==> src/rtl/apb_cmd_master.sv <==
// apb_cmd_master: command/response to APB master bridge; define APB_TIMEOUT_EN to compile in the ACCESS watchdog
module apb_cmd_master #(
  parameter int TIMEOUT_CYCLES = 16
) (
  input  logic        clk,
  input  logic        rst,
  input  logic        cmd_valid,
  output logic        cmd_ready,
  input  logic        cmd_write,
  input  logic [31:0] cmd_addr,
  input  logic [31:0] cmd_wdata,
  output logic        rsp_valid,
  input  logic        rsp_ready,
  output logic [31:0] rsp_rdata,
  output logic        rsp_err,
  output logic        rsp_timeout,
  output logic [31:0] paddr,
  output logic        wr_en,
  output logic        psel,
  output logic        pen,
  output logic [31:0] pwdata,
  input  logic [31:0] prdata,
  input  logic        pready,
  input  logic        pselverr
);
  typedef enum logic [1:0] {IDLE, SETUP, ACCESS, RESP} state_t;
  state_t      r_state;
  logic        r_cmd_ready;
  logic        r_rsp_valid;
  logic        r_rsp_err;
  logic [31:0] r_rsp_rdata;
  logic [31:0] r_paddr;
  logic        r_wr_en;
  logic        r_psel;
  logic        r_pen;
  logic [31:0] r_pwdata;
`ifdef APB_TIMEOUT_EN
  logic        r_rsp_timeout;
  logic [7:0]  r_cnt;
  // watchdog: counts stalled ACCESS cycles, aborts the transfer when the limit is reached
  always_ff @(posedge clk)
    if (rst || r_state != ACCESS || pready) begin
      r_cnt         <= 8'd0;
      r_rsp_timeout <= (rst || (r_state == RESP && rsp_ready)) ? 1'b0 : r_rsp_timeout;
    end else if (r_cnt == 8'(TIMEOUT_CYCLES - 1)) begin
      r_cnt         <= 8'd0;
      r_rsp_timeout <= 1'b1;
    end else
      r_cnt <= r_cnt + 8'd1;
  assign rsp_timeout = r_rsp_timeout;
  wire w_abort = r_state == ACCESS && !pready && r_cnt == 8'(TIMEOUT_CYCLES - 1);
`else
  assign rsp_timeout = 1'b0;
  wire w_abort = 1'b0;
`endif
  // main FSM: every output is a register updated on the state transition that defines it
  always_ff @(posedge clk)
    if (rst) begin
      r_state     <= IDLE;
      r_cmd_ready <= 1'b0;
      r_rsp_valid <= 1'b0;
      r_rsp_err   <= 1'b0;
      r_rsp_rdata <= 32'd0;
      r_paddr     <= 32'd0;
      r_wr_en     <= 1'b0;
      r_psel      <= 1'b0;
      r_pen       <= 1'b0;
      r_pwdata    <= 32'd0;
    end else
      case (r_state)
        IDLE:
          if (r_cmd_ready && cmd_valid) begin
            r_cmd_ready <= 1'b0;
            if (cmd_addr[1:0] != 2'b00) begin
              r_state     <= RESP;
              r_rsp_valid <= 1'b1;
              r_rsp_err   <= 1'b1;
              r_rsp_rdata <= 32'd0;
            end else begin
              r_state  <= SETUP;
              r_psel   <= 1'b1;
              r_paddr  <= cmd_addr;
              r_wr_en  <= cmd_write;
              r_pwdata <= cmd_write ? cmd_wdata : 32'd0;
            end
          end else
            r_cmd_ready <= 1'b1;
        SETUP: begin
          r_state <= ACCESS;
          r_pen   <= 1'b1;
        end
        ACCESS:
          if (pready || w_abort) begin
            r_state     <= RESP;
            r_psel      <= 1'b0;
            r_pen       <= 1'b0;
            r_paddr     <= 32'd0;
            r_wr_en     <= 1'b0;
            r_pwdata    <= 32'd0;
            r_rsp_valid <= 1'b1;
            r_rsp_err   <= pready ? pselverr : 1'b1;
            r_rsp_rdata <= (!pready || r_wr_en || pselverr) ? 32'd0 : prdata;
          end
        RESP:
          if (rsp_ready) begin
            r_state     <= IDLE;
            r_cmd_ready <= 1'b1;
            r_rsp_valid <= 1'b0;
            r_rsp_err   <= 1'b0;
            r_rsp_rdata <= 32'd0;
          end
        default: r_state <= IDLE;
      endcase
  assign cmd_ready = r_cmd_ready;
  assign rsp_valid = r_rsp_valid;
  assign rsp_err   = r_rsp_err;
  assign rsp_rdata = r_rsp_rdata;
  assign paddr     = r_paddr;
  assign wr_en     = r_wr_en;
  assign psel      = r_psel;
  assign pen       = r_pen;
  assign pwdata    = r_pwdata;
endmodule

==> config.mk <==
export PLATFORM = sky130hd
export DESIGN_NAME = apb_cmd_master
export DESIGN_NICKNAME = d
export VERILOG_FILES = /design/src/rtl/apb_cmd_master.sv
export SDC_FILE = /design/constraint.sdc
export NUM_CORES = 1
export LEC_CHECK = 0
export BUFFER_PORTS_ARGS = -buffer_cell sky130_fd_sc_hd__buf_4
export CORE_MARGIN = 10
export CORE_UTILIZATION = 41
export DETAILED_ROUTE_END_ITERATION = 10
export GPL_TIMING_DRIVEN = 0
export MAX_ROUTING_LAYER = met4
export PLACE_DENSITY = 0.73
export RECOVER_POWER = 100
export SLEW_MARGIN = 10
export SYNTH_ARGS = -nofsm -noshare
export SYNTH_HDL_FRONTEND = slang
export SYNTH_SLANG_ARGS = --single-unit
export TNS_END_PERCENT = 100
==> constraint.sdc <==
create_clock -name clk -period 1.8 [get_ports clk]
set_input_delay 0.45 -clock clk [delete_from_list [all_inputs] [get_ports clk]]
set_output_delay 0.45 -clock clk [all_outputs]
set_load 0.02 [all_outputs]
==> results_dict.tcl <==
set metrics [dict create \
    status "completed" \
    synthesis.area_sq_mm 0.00420 \
    grt_max_degree 17 \
    worstMarginPinSlew_ns 0.535 \
    synth_nets 559 \
    antenna_found_initial 0 \
    finalMaxSlewViolations 0 \
    nFillCells 919 \
    synthToLayoutAreaGrowth_pct 45.2 \
    num_antenna_cells 0 \
    io_pins 206 \
    rows 36 \
    wl_met1_um 5980 \
    slew_headroom_pct 64.4 \
    io_buffers 204 \
    yosys.cell_types.count 35 \
    max-cap-violations 0 \
    ir_drop_v 0.000626 \
    fin_cells 818 \
    synth.area.top_cells "dfxtp_1 (50%), o21ai_2 (6.3%), a22oi_1 (5.7%)" \
    grt.total_usage_pct 18.3 \
    grt_pass1_vias 4210 \
    arrival_ns 1.99 \
    leakage_nw 2.29 \
    setup_viol 0 \
    wl_met3_um 1020 \
    synth_flop_cell "dfxtp_1" \
    cts-root-buf "clkbuf_8" \
    cts_sinks 104 \
    drive_above_1_share_pct 32.0 \
    vias 4133 \
    ys_top_cells_by_count "dfxtp_1 (104), nor2_1 (41), a21oi_1 (35), nand2b_1 (35)" \
    synth_seq_area_share_pct 49.5 \
    power_density_mw_per_mm2 1140 \
    cts_tree "yes" \
    die-area_sq_mm 0.0147 \
    wl_per_cell_um 17.2 \
    dp_hpwl_um 10500 \
    drc 0 \
    core-area_sq_mm 0.00986 \
    power_mw 6.94 \
    startpoint_type "register" \
    synth_top_area_share_pct 49.5 \
    post-place-cells 787 \
    clkLatencyLatePin_ns 0.35 \
    fin_nets 789 \
    start_util_pct 42.6 \
    die_y_um 121 \
    place_ws_ns -0.317 \
    postRouteWirelength_um 14000 \
    endpoint_kind "register" \
    dr.first_iter.drc_count 187 \
    synth_edf_count 0 \
    finalCritPeriodShare_pct 97.7 \
    hold_buffers 0 \
    ys_seq_elements 104 \
    synth_area_leader_cell "dfxtp_1" \
    rsz0062_at_grt "yes" \
    setup.worst_path.class "reg -> reg" \
    async_reset_ff_share_pct 0 \
    fin_ws_ns 0.0414 \
    synth.most_common_cell "dfxtp_1" \
    gp_congestion 0.811 \
    fin_setup_tns_ns 0 \
    clock_skew_ns 0.00857 \
    fin_util_pct 61.9 \
    detail-route-antenna-nets 0 \
    via_per_inst 5.05 \
    yosysWarnings 0 \
    worstPathRequired_ns 2.03 \
    report.final.hold_viol_count 0 \
    highest_layer "met4" \
    hold_path.class "in -> reg" \
    grt_overflow 0 \
    cts_max_path_buffers 2 \
    drt_pre_antenna_iters 5 \
    clkTransAtPathRegs_ns 0.10 \
    synth_cells 450 \
    die_w_um 121 \
    avgSynthCellArea_sq_um 9.34 \
    max_freq_ghz 0.569 \
    cts_buffers 9 \
    grt_pass1_wl_um 21400 \
    htreeDepth 3 \
    crit_fanout 10 \
    wl_met2_um 6980 \
    period_needed_ns 1.76 \
]
-- kinds of logic after synthesis --
logic type / after synthesis / synth area share, %
simple gates: 185 / 24.9
compound gates: 107 / 18.1
flops: 104 / 49.5
buf+inv: 46 / 5.30
fa+ha+maj: 6 / 1.79
mux: 1 / 0.238
other cells: 1 / 0.0892
-- power by group --
part           leakage [nW]  internal [mW]  switching (mW)
Clock                0.0728          0.509           0.784
Sequential            0.842           2.54           0.157
Combinational          1.38           1.22            1.73
-- critical path, cell delays in order (launching register included) --
cell and delay, ns:
dfxtp_4 0.38, inv_6 0.09, ha_4 0.15, nor3b_4 0.29
buf_4 0.18, o211ai_4 0.13, buf_6 0.18, a22oi_1 0.19
nor2_1 0.06
-- cell type report --
class / count / area [sq um] / area share [%]
Clock buffer: 12 / 135 / 2.21
Inverter: 3 / 18.8 / 0.308
Buffer: 43 / 348 / 5.70
Sequential cell: 104 / 2090 / 34.2
Tap cell: 133 / 166 / 2.73
Clock inverter: 4 / 31.3 / 0.513
Multi-Input combinational cell: 301 / 2050 / 33.6
Timing Repair Buffer: 218 / 1260 / 20.7
-- through the flow --
stage,area (sq um),hold WS [ns]
final,6100,0.330
after global routing,6100,0.327
after CTS,6320,0.315
after detailed placement,5900,0.445
after global placement,5900,0.439
after floorplan,4200,0.514
-- sequential cells by signal (all words and copies together) (netlist names) --
register,cells
r_state,2
rsp_valid,1
pen,1
rsp_err,1
pwdata,32
psel,1
rsp_rdata,32
cmd_ready,1
paddr,32
wr_en,1
-- timing repair --
| item | CTS | global route |
|---|---|---|
| cloned | 3 | 1 |
| pin swaps | 2 | 3 |
| gates resized for setup | 56 | 31 |
| endpoints found under the setup margin | 95 | 94 |
| hold endpoints to repair | 0 | 0 |
| buffers inserted | 6 | 5 |
-- worst paths after layout --
check                     startpoint                      end  slack, ns  cells past startpoint
max          r_state[0]$_SDFFE_PP0P_   pwdata[8]$_SDFFE_PP0P_       0.04                      8
min                    cmd_wdata[18]  pwdata[18]$_SDFFE_PP0P_       0.33                      3
max reg2reg  r_state[0]$_SDFFE_PP0P_   pwdata[8]$_SDFFE_PP0P_       0.04                      8
min reg2reg   paddr[16]$_SDFFE_PP0P_   paddr[16]$_SDFFE_PP0P_       0.46                      2
-- layer usage --
layer / vias to the layer above / global-route usage [%]
met5: - / -
met4: 0 / 3.95
met3: 4 / 4.75
met2: 139 / 30.6
met1: 1945 / 21.6
li1: 2045 / -
-- cells in the final DEF, fill, tap and decap left out, drive strengths merged, types with 2 or more instances in the layout --
master	n
a21oi	35
inv	3
dfxtp	104
nand3b	31
nand2b	35
nand2	32
o21ai	34
o211ai	2
nand4	32
nor2	41
nor2b	2
a22oi	32
and4b	2
clkinvlp	3
a211oi	2
nor3b	3
and2	2
buf	136
clkbuf	137
ha	6
Power figures use the tool's default switching activity.
